--- config.mk ---
export PLATFORM = sky130hd
export DESIGN_NAME = instr_encoder
export DESIGN_NICKNAME = d
export VERILOG_FILES = /design/src/rtl/instr_encoder.sv
export SDC_FILE = /design/constraint.sdc
export NUM_CORES = 1
export LEC_CHECK = 0
export BUFFER_PORTS_ARGS = -buffer_cell sky130_fd_sc_hd__clkbuf_2
export CAP_MARGIN = 20
export CORE_AREA = 2 2 103 105
export CTS_BUF_LIST = sky130_fd_sc_hd__clkbuf_2 sky130_fd_sc_hd__clkbuf_4 sky130_fd_sc_hd__clkbuf_8
export DETAILED_ROUTE_END_ITERATION = 16
export DIE_AREA = 0 0 105 107
export PLACE_DENSITY = 0.67
export RECOVER_POWER = 100
export SYNTH_ARGS = -nofsm -noshare
export SYNTH_HDL_FRONTEND = slang
export SYNTH_SLANG_ARGS = --single-unit
--- constraint.sdc ---
create_clock -name clk -period 3.96 [get_ports clk]
set_input_delay 0.792 -clock clk [delete_from_list [all_inputs] [get_ports clk]]
set_output_delay 0.792 -clock clk [all_outputs]
set_load 0.005 [all_outputs]
--- src/rtl/instr_encoder.sv ---
// ---------------------------------------------------------------------------
// instr_encoder
//   Packs decoded instruction fields back into a 16-bit instruction word using
//   the CPU decoder's bit layout. Encoded words are queued in a small FIFO and
//   emitted together with the program address they belong to. The address
//   counter always points at the FIFO head, so reloading it re-bases every
//   pending word. Tuples that cannot be encoded are consumed, dropped, flagged
//   on err_pulse and counted in a saturating err_count.
//
// Handshakes: a transfer happens on a rising clk edge where valid and ready
//   are both high; valid must not depend on ready, and payload is only
//   meaningful while valid is high.
//
// Ports
//   clk, rst_n          clock; synchronous active-low reset
//   in_valid/in_ready   field tuple handshake (in_ready = FIFO not full)
//   in_group..in_pcbj   decoded fields: group, operator, regs, imm, offset
//   out_valid/out_ready FIFO head handshake
//   out_word, out_addr  head instruction word and its program address
//   addr_load, addr_in  reload the address counter (wins over pop increment)
//   err_pulse           one-cycle flag after an unencodable tuple is taken
//   err_count           saturating count of rejected tuples
// ---------------------------------------------------------------------------
module instr_encoder #(
    parameter int                DEPTH  = 2,
    parameter int                ADDR_W = 16,
    parameter logic [ADDR_W-1:0] BASE   = '0
) (
    input  logic              clk,
    input  logic              rst_n,
    input  logic              in_valid,
    output logic              in_ready,
    input  logic [3:0]        in_group,
    input  logic [3:0]        in_operator,
    input  logic [3:0]        in_rg1,
    input  logic [3:0]        in_rg2,
    input  logic [1:0]        in_erg1,
    input  logic [1:0]        in_erg2,
    input  logic [7:0]        in_val,
    input  logic [8:0]        in_pcbj,
    output logic              out_valid,
    input  logic              out_ready,
    output logic [15:0]       out_word,
    output logic [ADDR_W-1:0] out_addr,
    input  logic              addr_load,
    input  logic [ADDR_W-1:0] addr_in,
    output logic              err_pulse,
    output logic [7:0]        err_count
);

    // Group and operator codes shared with the CPU decoder (cpu_data.v).
    localparam logic [3:0] GROUP_MATH_CONSTANT = 4'h0;
    localparam logic [3:0] GROUP_BRANCH_JUMPS  = 4'h1;
    localparam logic [3:0] GROUP_MATH_REG      = 4'h2;
    localparam logic [3:0] GROUP_MATH_EREG     = 4'h3;
    localparam logic [3:0] GROUP_SINGLE_REG    = 4'h4;
    localparam logic [3:0] GROUP_STACK         = 4'h5;
    localparam logic [3:0] GROUP_REG_MEMORY    = 4'h6;
    localparam logic [3:0] GROUP_EXTENDED      = 4'h7;
    localparam logic [3:0] GROUP_OTHERS        = 4'h8;
    localparam logic [3:0] GROUP_RETURN        = 4'h9;
    localparam logic [3:0] OP_PUSH             = 4'h0;
    localparam logic [3:0] OP_POP              = 4'h1;
    localparam logic [3:0] OP_RET              = 4'h0;

    localparam int PTR_W = (DEPTH > 1) ? $clog2(DEPTH) : 1;
    localparam int CNT_W = $clog2(DEPTH + 1);

    logic [15:0]       enc_word;
    logic              enc_err;
    logic              accept;
    logic              push;
    logic              pop;
    logic [15:0]       mem_q [DEPTH];
    logic [PTR_W-1:0]  wr_q, wr_d;
    logic [PTR_W-1:0]  rd_q, rd_d;
    logic [CNT_W-1:0]  cnt_q, cnt_d;
    logic [ADDR_W-1:0] addr_q, addr_d;
    logic [7:0]        err_cnt_q, err_cnt_d;
    logic              err_q, err_d;

    function automatic logic [PTR_W-1:0] ptr_inc(input logic [PTR_W-1:0] p);
        return (p == PTR_W'(DEPTH - 1)) ? '0 : p + 1'b1;
    endfunction

    // Field packing; the low-order prefix bits distinguish the groups.
    always_comb begin
        enc_word = '0;
        enc_err  = 1'b0;
        case (in_group)
            GROUP_MATH_CONSTANT: begin
                enc_word = {in_val, in_rg1, in_operator};
                enc_err  = (in_operator[1:0] == 2'b11);
            end
            GROUP_BRANCH_JUMPS: enc_word = {in_pcbj, in_operator, 3'b011};
            GROUP_MATH_REG:     enc_word = {in_rg2, in_rg1, in_operator, 4'b0111};
            GROUP_MATH_EREG:    enc_word = {2'b00, in_erg2, 1'b0, in_erg1, in_operator, 5'b01111};
            GROUP_SINGLE_REG: begin
                enc_word = {2'b00, in_rg1, in_operator, 6'b011111};
                enc_err  = (in_operator == OP_PUSH) || (in_operator == OP_POP);
            end
            GROUP_STACK: begin
                enc_word = {2'b00, in_rg1, in_operator, 6'b011111};
                enc_err  = !((in_operator == OP_PUSH) || (in_operator == OP_POP));
            end
            GROUP_REG_MEMORY: begin
                enc_word = {6'b000000, in_operator[2:0], 7'b0111111};
                enc_err  = in_operator[3];
            end
            GROUP_EXTENDED: enc_word = {4'b0000, in_operator, 8'h7F};
            GROUP_OTHERS: begin
                enc_word = {4'b0000, in_operator, 8'hFF};
                enc_err  = (in_operator != OP_RET);
            end
            GROUP_RETURN: begin
                enc_word = {4'b0000, in_operator, 8'hFF};
                enc_err  = (in_operator == OP_RET);
            end
            default: enc_err = 1'b1;
        endcase
    end

    // in_ready looks only at the registered count; a pop in the same cycle
    // does not open a slot until the next cycle.
    assign in_ready  = (cnt_q < CNT_W'(DEPTH));
    assign out_valid = (cnt_q != '0);
    assign accept    = in_valid && in_ready;
    assign push      = accept && !enc_err;
    assign pop       = out_valid && out_ready;

    always_comb begin
        wr_d      = wr_q;
        rd_d      = rd_q;
        cnt_d     = cnt_q;
        addr_d    = addr_q;
        err_cnt_d = err_cnt_q;
        err_d     = accept && enc_err;
        if (push) wr_d = ptr_inc(wr_q);
        if (pop)  rd_d = ptr_inc(rd_q);
        case ({push, pop})
            2'b10:   cnt_d = cnt_q + 1'b1;
            2'b01:   cnt_d = cnt_q - 1'b1;
            default: cnt_d = cnt_q;
        endcase
        // Load has priority: the head word takes the new address directly.
        if (addr_load)  addr_d = addr_in;
        else if (pop)   addr_d = addr_q + 1'b1;
        if (accept && enc_err && (err_cnt_q != 8'hFF)) err_cnt_d = err_cnt_q + 1'b1;
    end

    always_ff @(posedge clk) begin
        if (!rst_n) begin
            wr_q      <= '0;
            rd_q      <= '0;
            cnt_q     <= '0;
            addr_q    <= BASE;
            err_cnt_q <= '0;
            err_q     <= 1'b0;
        end else begin
            wr_q      <= wr_d;
            rd_q      <= rd_d;
            cnt_q     <= cnt_d;
            addr_q    <= addr_d;
            err_cnt_q <= err_cnt_d;
            err_q     <= err_d;
        end
    end

    // Storage needs no reset: out_word is forced to zero while empty.
    always_ff @(posedge clk) begin
        if (rst_n && push) mem_q[wr_q] <= enc_word;
    end

    assign out_word  = out_valid ? mem_q[rd_q] : 16'h0000;
    assign out_addr  = addr_q;
    assign err_pulse = err_q;
    assign err_count = err_cnt_q;

endmodule

## Yosys cells after proc, flatten, opt, wreduce, memory -nomap -nowiden

Memory sizes are Yosys's and may differ from the RTL's. A register that Yosys moved wholly into a read port is not among the register bits.
Index checks and enable logic that the tools add are counted.

- Output and inout bits: 43
- Flip-flop bits (word level): 29
- Bits in writable memories: 32
- Logic and storage cells: 58
- Memories kept: 1

- Reduce and logical (&&, ||, !) cells: 18
- Multiplexer cells: 12
- Equal/unequal tests: 14
- $add $sub $neg: 6
- Order comparisons: 1

Memories:

| name | depth | width | rd ports | clocked after Yosys merged registers in | wr ports | line | text |
|---|---|---|---|---|---|---|---|
| mem_q | 2 | 16 | 1 | 1 | 1 | 74 | `logic [15:0] mem_q [DEPTH];` |

Operators with widths:

| operator | number |
|---|---|
| 16-bit case mux with 8 select lines | 1 |
| 16-bit two-way mux | 3 |
| 16-bit by 1-bit adder with 16-bit output (second input constant) | 1 |
| 4-bit by 3-bit == test with 1-bit output (second input constant) | 4 |
| 8-bit by 1-bit adder with 8-bit output (second input constant) | 1 |
| 4-bit by 1-bit == test with 1-bit output (second input constant) | 2 |
| 4-bit by 2-bit == test with 1-bit output (second input constant) | 2 |
| 4-bit == test (second input constant) | 2 |
| 4-bit logical NOT | 2 |
| 8-bit inequality test (second input constant) | 1 |
| 1-bit case mux with 7 select lines | 1 |
| 1-bit logical AND | 6 |
| 1-bit two-way mux | 6 |
| 2-bit nonzero test | 3 |
| 2-bit == test (second input constant) | 2 |
| 2-bit case mux with 2 select lines | 1 |
| 4-bit nonzero test | 1 |
| 2-bit OR reduction | 2 |
| 4-bit OR reduction | 1 |
| 1-bit adder (second input constant) | 2 |
| 2-bit by 1-bit adder with 2-bit output (second input constant) | 1 |
| 2-bit by 1-bit == test with 1-bit output (second input constant) | 1 |
| 1-bit logical NOT | 2 |
| 2-bit < comparator (second input constant) | 1 |
| other kinds (2) | 2 |

## Logic depth before layout (Yosys ltp)

- Depth after elaboration: 9
- Depth in mapped cells: 11
- Depth with buffers taken out: 9

## Least setup slack after synthesis

OpenSTA, ideal clock, no wires.

- Kind: input-to-reg
- From: input port in_operator[0]
- To: memory mem_q[1][0] (enable)
- Path slack: 0.537 ns
- Stages on the path: 7
- Arrival time: 3.014 ns
- Library setup time: 0.409 ns
- Buffers on the path: 2
- Cells stage by stage: buf_6 -> nor4_4 -> xnor2_1 -> a221oi_2 -> buf_6 -> nand2_4 -> nor3_1

- Word-level cells in the longest chain between the ends: 9
- Elaborated cells between the ends (all ways): 12
- Those cells by class: 2 x eq/ne; 3 x mux; 7 x reduce/logical

Ends and longest elaborated chain:

| what | line | text |
|---|---|---|
| start: declaration | 34 | `input logic [3:0] in_operator,` |
| 4-bit by 1-bit == test with 1-bit output / 4-bit logical NOT (equally long branches) | 100, 104, 117 |  |
| 1-bit logical OR | 100, 104 |  |
| 1-bit logical NOT | 104 | `enc_err = !((in_operator == OP_PUSH) \|\| (in_operator == OP_POP));` |
| 1-bit case mux with 7 select lines * | 90 | `case (in_group)` |
| 1-bit logical NOT * | 128 | `assign push = accept && !enc_err;` |
| 1-bit logical AND * | 128 |  |
| 1-bit logical AND * | 171 | `if (rst_n && push) mem_q[wr_q] <= enc_word;` |
| 1-bit two-way mux * | 171 |  |
| 1-bit two-way mux (not written as such) * | 171 |  |
| end: declaration | 74 |  |

Every way passes the cells marked *; elsewhere a longest branch is shown, timed or not.

## Final worst setup path

- From: input port in_group[2]
- To: register cnt_q[1]

- Word-level cells in the longest chain between the ends: 7
- Elaborated cells between the ends (all ways): 18
- Those cells by class: 11 x eq/ne; 2 x mux; 5 x reduce/logical

Ends and longest elaborated chain:

| what | line | text |
|---|---|---|
| start: declaration | 33 | `input logic [3:0] in_group,` |
| 4-bit by 3-bit == test with 1-bit output (tied with other cells) | 90 |  |
| 4-bit OR reduction (no source line) | - |  |
| 1-bit case mux with 7 select lines * | 90 |  |
| 1-bit logical NOT * | 128 |  |
| 1-bit logical AND * | 128 |  |
| 2-bit by 1-bit == test with 1-bit output / 2-bit == test (equally long branches) | 140 | `case ({push, pop})` |
| 2-bit case mux with 2 select lines / 2-bit nonzero test (equally long branches) | - |  |
| end signal: assignment | 162 | `cnt_q <= cnt_d;` |
| end: declaration | 77 | `logic [CNT_W-1:0] cnt_q, cnt_d;` |

Marks and branches as above.
A chain may end at the register's enable or synchronous reset.

==> flow_summary.json <==
{
  "status": "complete, no violations",
  "tightest_slew_ns": 1.19,
  "synth_top_area_share_pct": 27.7,
  "vias": 3009,
  "fin_nets": 527,
  "row_count": 37,
  "fillers": 1037,
  "drive_gt1_share_pct": 22.3,
  "p_per_area_mw_per_mm2": 462,
  "fin_util_pct": 42.5,
  "fin_crit_sh_pct": 79.7,
  "post_cts_buffers": 0,
  "critPathArrivalTime_ns": 3.41,
  "synth_nets": 434,
  "crit_path_end_kind": "flip-flop",
  "tritoncts": "yes",
  "antenna_found_initial": 0,
  "yosysSeqAreaShare_pct": 45.0,
  "clkLatencyLatePin_ns": 0.34,
  "via_per_inst": 4.96,
  "required_ns": 4.22,
  "slowest_delay_ns": 0.85,
  "reg2reg_depth": 5,
  "syn_inst": 373,
  "hold_depth": 2,
  "async_flop_share_pct": 0,
  "hold_viol_final": 0,
  "area_delta_synth_final_pct": 23.6,
  "cap_violations": 0,
  "start_kind": "input port",
  "drtIter0Drc": 125,
  "io_pins": 101,
  "synth_edf_count": 32,
  "crit_type": "in -> reg",
  "die_w_um": 105,
  "finalSetupViolCount": 0,
  "fmax_ghz": 0.317,
  "cts_root_buf": "clkbuf_8",
  "cts_sinks": 62,
  "ant_nets": 0,
  "htree_levels": 3,
  "synth_commonest_cells": "nor2_1 (50), edfxtp_1 (32), nand2_1 (32)",
  "io_buffers": 100,
  "yosysWarningCount": 0,
  "p_leak_nw": 1.62,
  "yosys.area.top_type": "edfxtp_1",
  "vdd_drop_max_mv": 0.213,
  "die_area_mm2": 0.0112,
  "drc": 0,
  "ys_ff_latch": 62,
  "routed_wl_um": 8000,
  "avgRoutedWirePerCell_um": 13.2,
  "ys.flop_type": "edfxtp_1",
  "cts_resized": 0,
  "core-area_mm2": 0.0101,
  "grt_max_degree": 31,
  "postSynthAreaPerCell_um2": 9.31,
  "gp_congestion": 0.820,
  "globalRouteTotalUtil_pct": 14.2,
  "synth.cell_area_mm2": 0.00347,
  "yosysMostFrequentCell": "nor2_1",
  "relSlewSlack_pct": 21.0,
  "design_area_mm2": 0.00429,
  "slew_viol_final": 0,
  "start_util_pct": 34.4,
  "hpwlAfterDp_um": 5980,
  "placed_area_mm2": 0.00407,
  "grt_pass1_wl_um": 12700,
  "first_pass_iters": 4,
  "rsz0062_at_grt": "no",
  "crit_fanout": 30,
  "crit_chain": "clkbuf_1 -> nor2_1 -> a221oi_2 -> buf_4 -> nand2_4 -> ha_1 -> or3_1 -> a21oi_1",
  "slowest_stage": "clkbuf_1",
  "period_minus_slack_ns": 3.16,
  "holdBufCountCts": 0,
  "grt_overflow": 0,
  "synthDistinctLibCells": 46,
  "cts_max_path_buffers": 2,
  "clk_pin_slew_ns": 0.07,
  "hold_class": "reg -> reg",
  "clock_skew_ns": 0.00897,
  "n_antenna_cell": 0,
  "finalSetupTns_ns": 0,
  "cts_buffers": 9,
  "dieHeight_um": 107,
  "grt_pass1_vias": 2665,
  "synth_area_leaders": "edfxtp_1 (28%), dfxtp_1 (17%), mux2i_1 (8.1%), nor2_1 (5.4%), a21oi_1 (4.0%)"
}
-- layer usage --
layer / up-vias / global-route usage, % / routed length [µm]
met2: 76 / 22.4 / 3810
li1: 1517 / - / -
met5: - / 0 / 0
met1: 1405 / 19.0 / 3690
met4: 0 / 6.29 / 129
met3: 11 / 2.86 / 365
-- stage by stage --
step,total power (W),instances,worst slack (ns),hold WS (ns)
finish,0.00198,607,0.803,0.466
CTS,0.00202,606,1.23,0.473
global placement,0.00127,590,1.01,0.447
detailed placement,0.00128,590,0.975,0.463
floorplan,0.00109,373,0.537,0.438
global route,0.00209,607,0.586,0.486
-- worst paths after layout --
kind / start / end / slack [ns]
worst max register to register: cnt_q[1] / cnt_q[1] / 2.07
worst min register to register: wr_q / wr_q / 0.47
worst min-delay path: wr_q / wr_q / 0.47
worst max-delay path: in_group[2] / cnt_q[1] / 0.80
-- area by class of cell --
| type | count | area, µm² | share of cell area [%] |
|---|---|---|---|
| clock buffers | 10 | 138 | 3.21 |
| clock inverters | 6 | 133 | 3.09 |
| inverters | 11 | 41.3 | 0.962 |
| multi-input cells | 276 | 1740 | 40.6 |
| flip-flops and latches | 62 | 1560 | 36.4 |
| well taps | 136 | 170 | 3.96 |
| repair buffers | 106 | 508 | 11.8 |
-- cells by family (layout without fill, tap and decap cells) --
logic type	count (synthesis)	in the layout	share of synthesized area [%]
AOI/OAI and AO/OA	81	81	14.3
xor gates and xnor gates	20	20	5.05
adders and majority gates	3	3	1.08
buffers and inverters	35	133	4.54
DFF	62	62	45.0
muxes	31	31	10.0
and+or+nand+nor	141	141	20.0
-- cells in the final DEF (no fill, tap or decap), types with 5 or more instances in the layout --
cell      synthesis  layout
clkbuf_2          0      76
nor2_1           50      50
nand2_1          32      32
edfxtp_1         32      32
dfxtp_1          30      30
a21oi_1          28      28
mux2i_1          28      28
clkbuf_1         17      24
o21ai_0          21      21
xnor2_1          14      14
nor2b_1          11      11
nand3_1          11      11
nor3_1           10      11
inv_1            10      10
clkbuf_8          0      10
a211oi_1          8       8
xor2_1            6       6
nand2b_1          5       5
nand4_1           4       5
-- sequential cells by signal, indices dropped and copies added, names as in the netlist, named ones only --
name,count
err_count,8
out_addr,16
wr_q,1
cnt_q,2
err_pulse,1
rd_q,1
mem_q,32
-- power breakdown --
| part | internal [W] | total, W | switching [W] | leakage (nW) |
|---|---|---|---|---|
| combinational | 0.000205 | 0.000462 | 0.000257 | 0.949 |
| clock | 0.000497 | 0.000738 | 0.000240 | 0.132 |
| sequential | 0.000726 | 0.000785 | 0.0000596 | 0.540 |
-- critical path, delay by kind of cell --
kind,cells,cell delay [ns]
buffers and inverters,2,1.08
AND/OR/NAND/NOR,3,0.72
AO/OA/AOI/OAI,2,0.46
adder cells (fa/ha/maj),1,0.35
Note: power is estimated with default switching activity, not from simulation.
